===== config.mk =====
export PLATFORM = sky130hd
export DESIGN_NAME = ex_wb_stage
export DESIGN_NICKNAME = d
export VERILOG_FILES = /design/src/rtl/ex_pkg.sv /design/src/rtl/ex_wb_stage_mul_iter.sv /design/src/rtl/ex_wb_stage.sv
export SDC_FILE = /design/constraint.sdc
export NUM_CORES = 1
export LEC_CHECK = 0
export ABC_AREA = 1
export BUFFER_PORTS_ARGS = -buffer_cell sky130_fd_sc_hd__buf_2
export CAP_MARGIN = 15
export CORE_MARGIN = 3
export CORE_UTILIZATION = 36
export CTS_BUF_LIST = sky130_fd_sc_hd__clkbuf_8
export CTS_CLUSTER_DIAMETER = 40
export DETAILED_ROUTE_END_ITERATION = 6
export GPL_TIMING_DRIVEN = 0
export PLACE_DENSITY = 0.65
export SLEW_MARGIN = 20
export SYNTH_ARGS = -nofsm -noshare
export SYNTH_HDL_FRONTEND = slang
export SYNTH_SLANG_ARGS = --single-unit

===== constraint.sdc =====
create_clock -name clk -period 5.5 [get_ports clk]
set_clock_uncertainty 0.05 [all_clocks]
set_input_delay 1.1 -clock clk [delete_from_list [all_inputs] [get_ports clk]]
set_output_delay 1.1 -clock clk [all_outputs]
set_load 0.01 [all_outputs]

===== src/rtl/ex_pkg.sv =====
// Shared encodings for the execute/writeback stage: ALU opcodes, FSM states
// and multiplier iteration count.
package ex_pkg;

    typedef enum logic [2:0] {
        OP_ADD = 3'd0,
        OP_SUB = 3'd1,
        OP_AND = 3'd2,
        OP_OR  = 3'd3,
        OP_NOR = 3'd4,
        OP_SLT = 3'd5,
        OP_SLL = 3'd6,
        OP_MUL = 3'd7
    } op_e;

    typedef enum logic {
        ST_IDLE = 1'b0,
        ST_MUL  = 1'b1
    } state_e;

    localparam int MUL_ITERS = 32;
    localparam int CNT_W     = $clog2(MUL_ITERS);

endpackage


===== src/rtl/ex_wb_stage_mul_iter.sv =====
// Iterative shift-add multiplier: one partial product per enabled cycle,
// low WIDTH bits only.
module mul_iter
    import ex_pkg::*;
#(
    parameter int WIDTH = 32
) (
    input  logic             clk,
    input  logic             rst_n,
    input  logic             start_i,
    input  logic             en_i,
    input  logic [WIDTH-1:0] a_i,
    input  logic [WIDTH-1:0] b_i,
    output logic             last_o,
    output logic [WIDTH-1:0] prod_o
);

    logic [WIDTH-1:0] acc_q;
    logic [WIDTH-1:0] acc_d;
    logic [WIDTH-1:0] mcand_q;
    logic [WIDTH-1:0] mplier_q;
    logic [CNT_W-1:0] cnt_q;

    always_comb begin
        acc_d = mplier_q[0] ? (acc_q + mcand_q) : acc_q;
    end

    always_ff @(posedge clk or negedge rst_n) begin
        if (!rst_n) begin
            acc_q    <= '0;
            mcand_q  <= '0;
            mplier_q <= '0;
            cnt_q    <= '0;
        end else if (start_i) begin
            acc_q    <= '0;
            mcand_q  <= a_i;
            mplier_q <= b_i;
            cnt_q    <= '0;
        end else if (en_i) begin
            acc_q    <= acc_d;
            mcand_q  <= mcand_q << 1;
            mplier_q <= mplier_q >> 1;
            cnt_q    <= cnt_q + CNT_W'(1);
        end
    end

    // prod_o already includes the partial product of the iteration in flight,
    // so on the last edge it is the finished result.
    assign last_o = en_i && (cnt_q == CNT_W'(MUL_ITERS - 1));
    assign prod_o = acc_d;

endmodule


===== src/rtl/ex_wb_stage.sv =====
// Execute/writeback stage feeding the register-file write port.
// Optional macro EX_BYPASS_EN forwards the in-flight write to operands A/B.
module ex_wb_stage
    import ex_pkg::*;
#(
    parameter int WIDTH = 32,
    parameter int AW    = 5
) (
    input  logic             clk,
    input  logic             rst_n,
    input  logic             valid_in,
    output logic             ready_in,
    input  logic [2:0]       op,
    input  logic [AW-1:0]    rn1,
    input  logic [AW-1:0]    rn2,
    input  logic [WIDTH-1:0] rd1,
    input  logic [WIDTH-1:0] rd2,
    input  logic [WIDTH-1:0] imm,
    input  logic             use_imm,
    input  logic [AW-1:0]    wn_in,
    input  logic             we_in,
    output logic [WIDTH-1:0] wd,
    output logic [AW-1:0]    wn,
    output logic             w,
    output logic             busy
);

    localparam int SHW = $clog2(WIDTH);

    state_e           state_q;
    logic             w_q;
    logic [WIDTH-1:0] wd_q;
    logic [AW-1:0]    wn_q;
    logic             mulWe_q;
    logic [AW-1:0]    mulWn_q;

    logic             accept;
    logic             mulStart;
    logic             mulLast;
    logic [WIDTH-1:0] mulProd;
    logic [WIDTH-1:0] opA;
    logic [WIDTH-1:0] opB;
    logic [WIDTH-1:0] aluRes;

    assign accept   = valid_in && (state_q == ST_IDLE);
    assign mulStart = accept && (op_e'(op) == OP_MUL);

`ifdef EX_BYPASS_EN
    // The rf write landing on this edge is not yet visible on rd1/rd2.
    logic fwdA;
    logic fwdB;
    assign fwdA = w_q && (wn_q != '0) && (rn1 == wn_q);
    assign fwdB = w_q && (wn_q != '0) && (rn2 == wn_q);
    assign opA  = fwdA ? wd_q : rd1;
    assign opB  = use_imm ? imm : (fwdB ? wd_q : rd2);
`else
    logic unusedRn;
    assign unusedRn = ^{rn1, rn2};
    assign opA      = rd1;
    assign opB      = use_imm ? imm : rd2;
`endif

    always_comb begin
        aluRes = '0;
        case (op_e'(op))
            OP_ADD:  aluRes = opA + opB;
            OP_SUB:  aluRes = opA - opB;
            OP_AND:  aluRes = opA & opB;
            OP_OR:   aluRes = opA | opB;
            OP_NOR:  aluRes = ~(opA | opB);
            OP_SLT:  aluRes = {{(WIDTH-1){1'b0}}, ($signed(opA) < $signed(opB))};
            OP_SLL:  aluRes = opA << opB[SHW-1:0];
            default: aluRes = '0;
        endcase
    end

    mul_iter #(
        .WIDTH(WIDTH)
    ) u_mul (
        .clk    (clk),
        .rst_n  (rst_n),
        .start_i(mulStart),
        .en_i   (state_q == ST_MUL),
        .a_i    (opA),
        .b_i    (opB),
        .last_o (mulLast),
        .prod_o (mulProd)
    );

    // wd/wn only move when a write is issued, so they hold between pulses.
    always_ff @(posedge clk or negedge rst_n) begin
        if (!rst_n) begin
            state_q <= ST_IDLE;
            w_q     <= 1'b0;
            wd_q    <= '0;
            wn_q    <= '0;
            mulWe_q <= 1'b0;
            mulWn_q <= '0;
        end else begin
            w_q <= 1'b0;
            case (state_q)
                ST_IDLE: begin
                    if (accept) begin
                        if (op_e'(op) == OP_MUL) begin
                            state_q <= ST_MUL;
                            mulWe_q <= we_in && (wn_in != '0);
                            mulWn_q <= wn_in;
                        end else if (we_in && (wn_in != '0)) begin
                            w_q  <= 1'b1;
                            wd_q <= aluRes;
                            wn_q <= wn_in;
                        end
                    end
                end
                ST_MUL: begin
                    if (mulLast) begin
                        state_q <= ST_IDLE;
                        if (mulWe_q) begin
                            w_q  <= 1'b1;
                            wd_q <= mulProd;
                            wn_q <= mulWn_q;
                        end
                    end
                end
                default: state_q <= ST_IDLE;
            endcase
        end
    end

    assign w        = w_q;
    assign wd       = wd_q;
    assign wn       = wn_q;
    assign busy     = (state_q == ST_MUL);
    assign ready_in = (state_q == ST_IDLE);

endmodule


==> run_results.csv <==
group,metric,value,unit
status,status,"finished, violations left",
status,failed_checks,"design-rule violations",
grt,first_pass_grt_wire_length,112.7,mm
timing,max_slew_headroom_at_the_worst_pin,18.81,%
detailed_routing,route.detailed.vias_per_inst,5.619,
yosys,yosysTopAreaCellShare,21.77,%
critical_path,setup.worst_path.start_class,"input port",
clocking,cts_root_buf,"clkbuf_8",
grt,pin_count_of_the_biggest_net_entering_global_routing,99,
place,placed_cell_area,0.01831,sq mm
clocking,cts_tree,"yes",
clocking,cts_post_setup_buffers_inserted,0,
clocking,post_cts.resized_instances,0,
die,rows,78,
detailed_routing,drt_wl_total,76.16,mm
power_and_ir_drop,max-vdd-ir-drop,0.2636,mV
yosys,synth.most_common_cell,"nand2_1",
timing,final_setup_violating_endpoints,0,
die,i_o_pin_total,159,
die,die_height,221.9,um
timing,grt_setup_unrepaired,"no",
yosys,syn-instance-count,2774,
die,area_of_the_die,0.04924,sq mm
yosys,ys_top_cells_by_area,"dfrtp_1 (22%), nand2_1 (18%), ha_1 (11%)",
power_and_ir_drop,p_leak,9.728,nW
timing,worst_pin_slew,1.205,ns
yosys,synth.net_count,3046,
place,detailed_place_hpwl,63.18,mm
clocking,clock_latency_of_the_later_clocked_register_in_the_worst_skew_pair,0.50,ns
grt,met3_demand_to_capacity_share_in_global_routing,3.204,%
layout,layout-drive-gt1-share,9.180,%
clocking,clkTransAtPathRegs,0.09,ns
power_and_ir_drop,power.density,366.2,mW/mm^2
place,portBuffers,147,
clocking,h-tree-depth,4,
timing,timing.final.crit_period,4.976,ns
grt,grt.met2_usage,48.00,%
worst_hold_path,worst_hold_path_type,"input port to asynchronous set/reset pin",
clocking,clock_path_buffers,2,
yosys,asyncSetResetFlopFracSynth,100.0,%
die,effective_utilization_at_floorplan,36.74,%
critical_path,setup.worst_path.end_class,"flop",
grt,grt.met1_usage,40.95,%
yosys,yosysTopAreaCell,"dfrtp_1",
detailed_routing,violation_count_after_the_first_detailed_route_iteration,2377,
timing,timing_max_transition_violations_final,0,
power_and_ir_drop,power,6.862,mW
yosys,synth_flop_cell,"dfrtp_1",
layout,layout-area-overhead-vs-synth,11.66,%
place,place.gp.congestion,1.095,
yosys,synth.cell_area,0.01678,sq mm
detailed_routing,vias,19970,
yosys,syn-mean-instance-area,6.049,sq um
grt,global_route.overflow_total,0,
yosys,post_synth_most_frequent_cells,"nand2_1 (816), inv_1 (359), nand3_1 (339), nor2_1 (244), a21oi_1 (171)",
timing,report.final.hold_viol_count,0,
critical_path,cp_data_arrival_time,5.27,ns
yosys,postSynthRegisterBits,146,
layout,finish.net_count,3214,
critical_path,critical_path_class,"input port to flop",
timing,final.period_utilization,90.47,%
detailed_routing,drc,3,
yosys,yosys_warnings,0,
layout,finish.instance_area,0.01874,sq mm
die,fp.dieW,221.9,um
grt,number_of_global_route_vias_before_repair,18350,
critical_path,critical_path_peak_fanout,10,
grt,grt_most_used_layer,"met2",
clocking,cts_made_buffers,17,
die,placeableCoreArea,0.04567,sq mm
timing,achievable-frequency,0.2010,GHz
clocking,numClockSinks,146,
detailed_routing,postRouteAntennaNets,0,
detailed_routing,routed_wire_length_per_instance,21.44,um
layout,n_fill_cell,5087,
clocking,cts-hold-fix-buffers,0,
grt,grt_resource_usage_total,30.01,%
yosys,synthDistinctLibCells,49,
job,max_cap_viol_count,0,
grt,antenna_found_initial,2,
yosys,count_of_flip_flops_with_a_built_in_enable_after_synthesis,0,
yosys,synth-seq-area-share,21.77,%
critical_path,worstPathRequired,5.79,ns
detailed_routing,drt_first_pass_iters,7,
layout by cell type (no fill, tap or decap), types with 38 or more instances in the layout:
cell      synthesis  final
a21oi_1         171    171
buf_2            22    168
clkbuf_1         69     69
dfrtp_1         146    146
ha_1            150    150
inv_1           359    360
nand2_1         816    816
nand3_1         339    339
nor2_1          244    244
o21ai_0         143    133
o221ai_1         38     38
cells by family after synthesis:
logic type	synth area share [%]
buffers and inverters	11.33
AND/OR/NAND/NOR	37.99
AO/OA/AOI/OAI	16.99
XOR/XNOR	0.3654
adder cells (fa/ha/maj)	11.54
flip-flops	21.77
metal layers:
layer | up-vias | wire length (um)
met5 | - | 13
met4 | 2 | 4074
met3 | 198 | 6261
met2 | 989 | 33650
met1 | 9304 | 32160
li1 | 9473 | -
final timing paths:
path	startpoint	endpoint	slack [ns]	cells past startpoint
worst max-delay path	use_imm	wd[13]$_DFFE_PN0P_	0.52	16
worst min-delay path	rst_n	w$_DFF_PN0_	0.43	1
worst max register to register	u_mul.mcand_q[2]$_DFFE_PN0P_	wd[9]$_DFFE_PN0P_	2.87	11
worst min register to register	mulWn_q[1]$_DFFE_PN0P_	mulWn_q[1]$_DFFE_PN0P_	0.44	2
max in group asynchronous	rst_n	u_mul.acc_q[3]$_DFFE_PN0P_	4.15	2
min in group clk	mulWn_q[1]$_DFFE_PN0P_	mulWn_q[1]$_DFFE_PN0P_	0.44	2
power breakdown:
part	total, mW	internal (mW)	switching, mW
logic	4.04	1.27	2.77
registers	1.86	1.54	0.322
clock network	0.953	0.509	0.444
flip-flops by register name, indices dropped and copies added, names as in the netlist:
register / cells
busy: 1
mulWe_q: 1
mulWn_q: 5
u_mul.acc_q: 32
u_mul.cnt_q: 5
u_mul.mcand_q: 32
u_mul.mplier_q: 32
w: 1
wd: 32
wn: 5
per-stage QoR:
stage / util, % / setup TNS [ns] / setup slack [ns] / hold WS [ns] / cells
final: 41.02 / 0 / 0.5244 / 0.4283 / 3553
after global placement: 39.99 / -6.515 / -0.4799 / 0.4141 / 3521
after floorplan: - / 0 / 1.872 / 0.3992 / 2774
after global routing: 41.02 / 0 / 0.2577 / 0.4568 / 3553
after detailed placement: 40.09 / -0.1214 / -0.08046 / 0.4138 / 3523
after CTS: 41.02 / 0 / 0.4461 / 0.4376 / 3552
layout make-up:
| type | instances | area (sq um) | area share, % |
|---|---|---|---|
| clock buffers | 19 | 261.5 | 1.396 |
| flip-flops and latches | 146 | 3654 | 19.50 |
| multi-input cells | 2147 | 11220 | 59.91 |
| plain buffers | 112 | 514.2 | 2.745 |
| well taps | 600 | 750.7 | 4.007 |
| repair buffers | 149 | 780.7 | 4.167 |
| inverters | 369 | 1388 | 7.406 |
| diodes | 1 | 2.502 | 0.01336 |
| clock inverters | 10 | 161.4 | 0.8614 |
critical path: stages:
cell      delay [ns]
buf_6           0.12
clkbuf_1        0.66
clkbuf_1        0.40
o21ai_1         0.42
ha_1            0.57
inv_1           0.14
a21oi_1         0.21
inv_1           0.07
nand2_1         0.06
nand2_1         0.07
inv_1           0.07
nand3_1         0.21
o21ai_0         0.34
nand2_1         0.18
o21ai_0         0.48
a21oi_1         0.14
(Power assumes the default switching activity.)
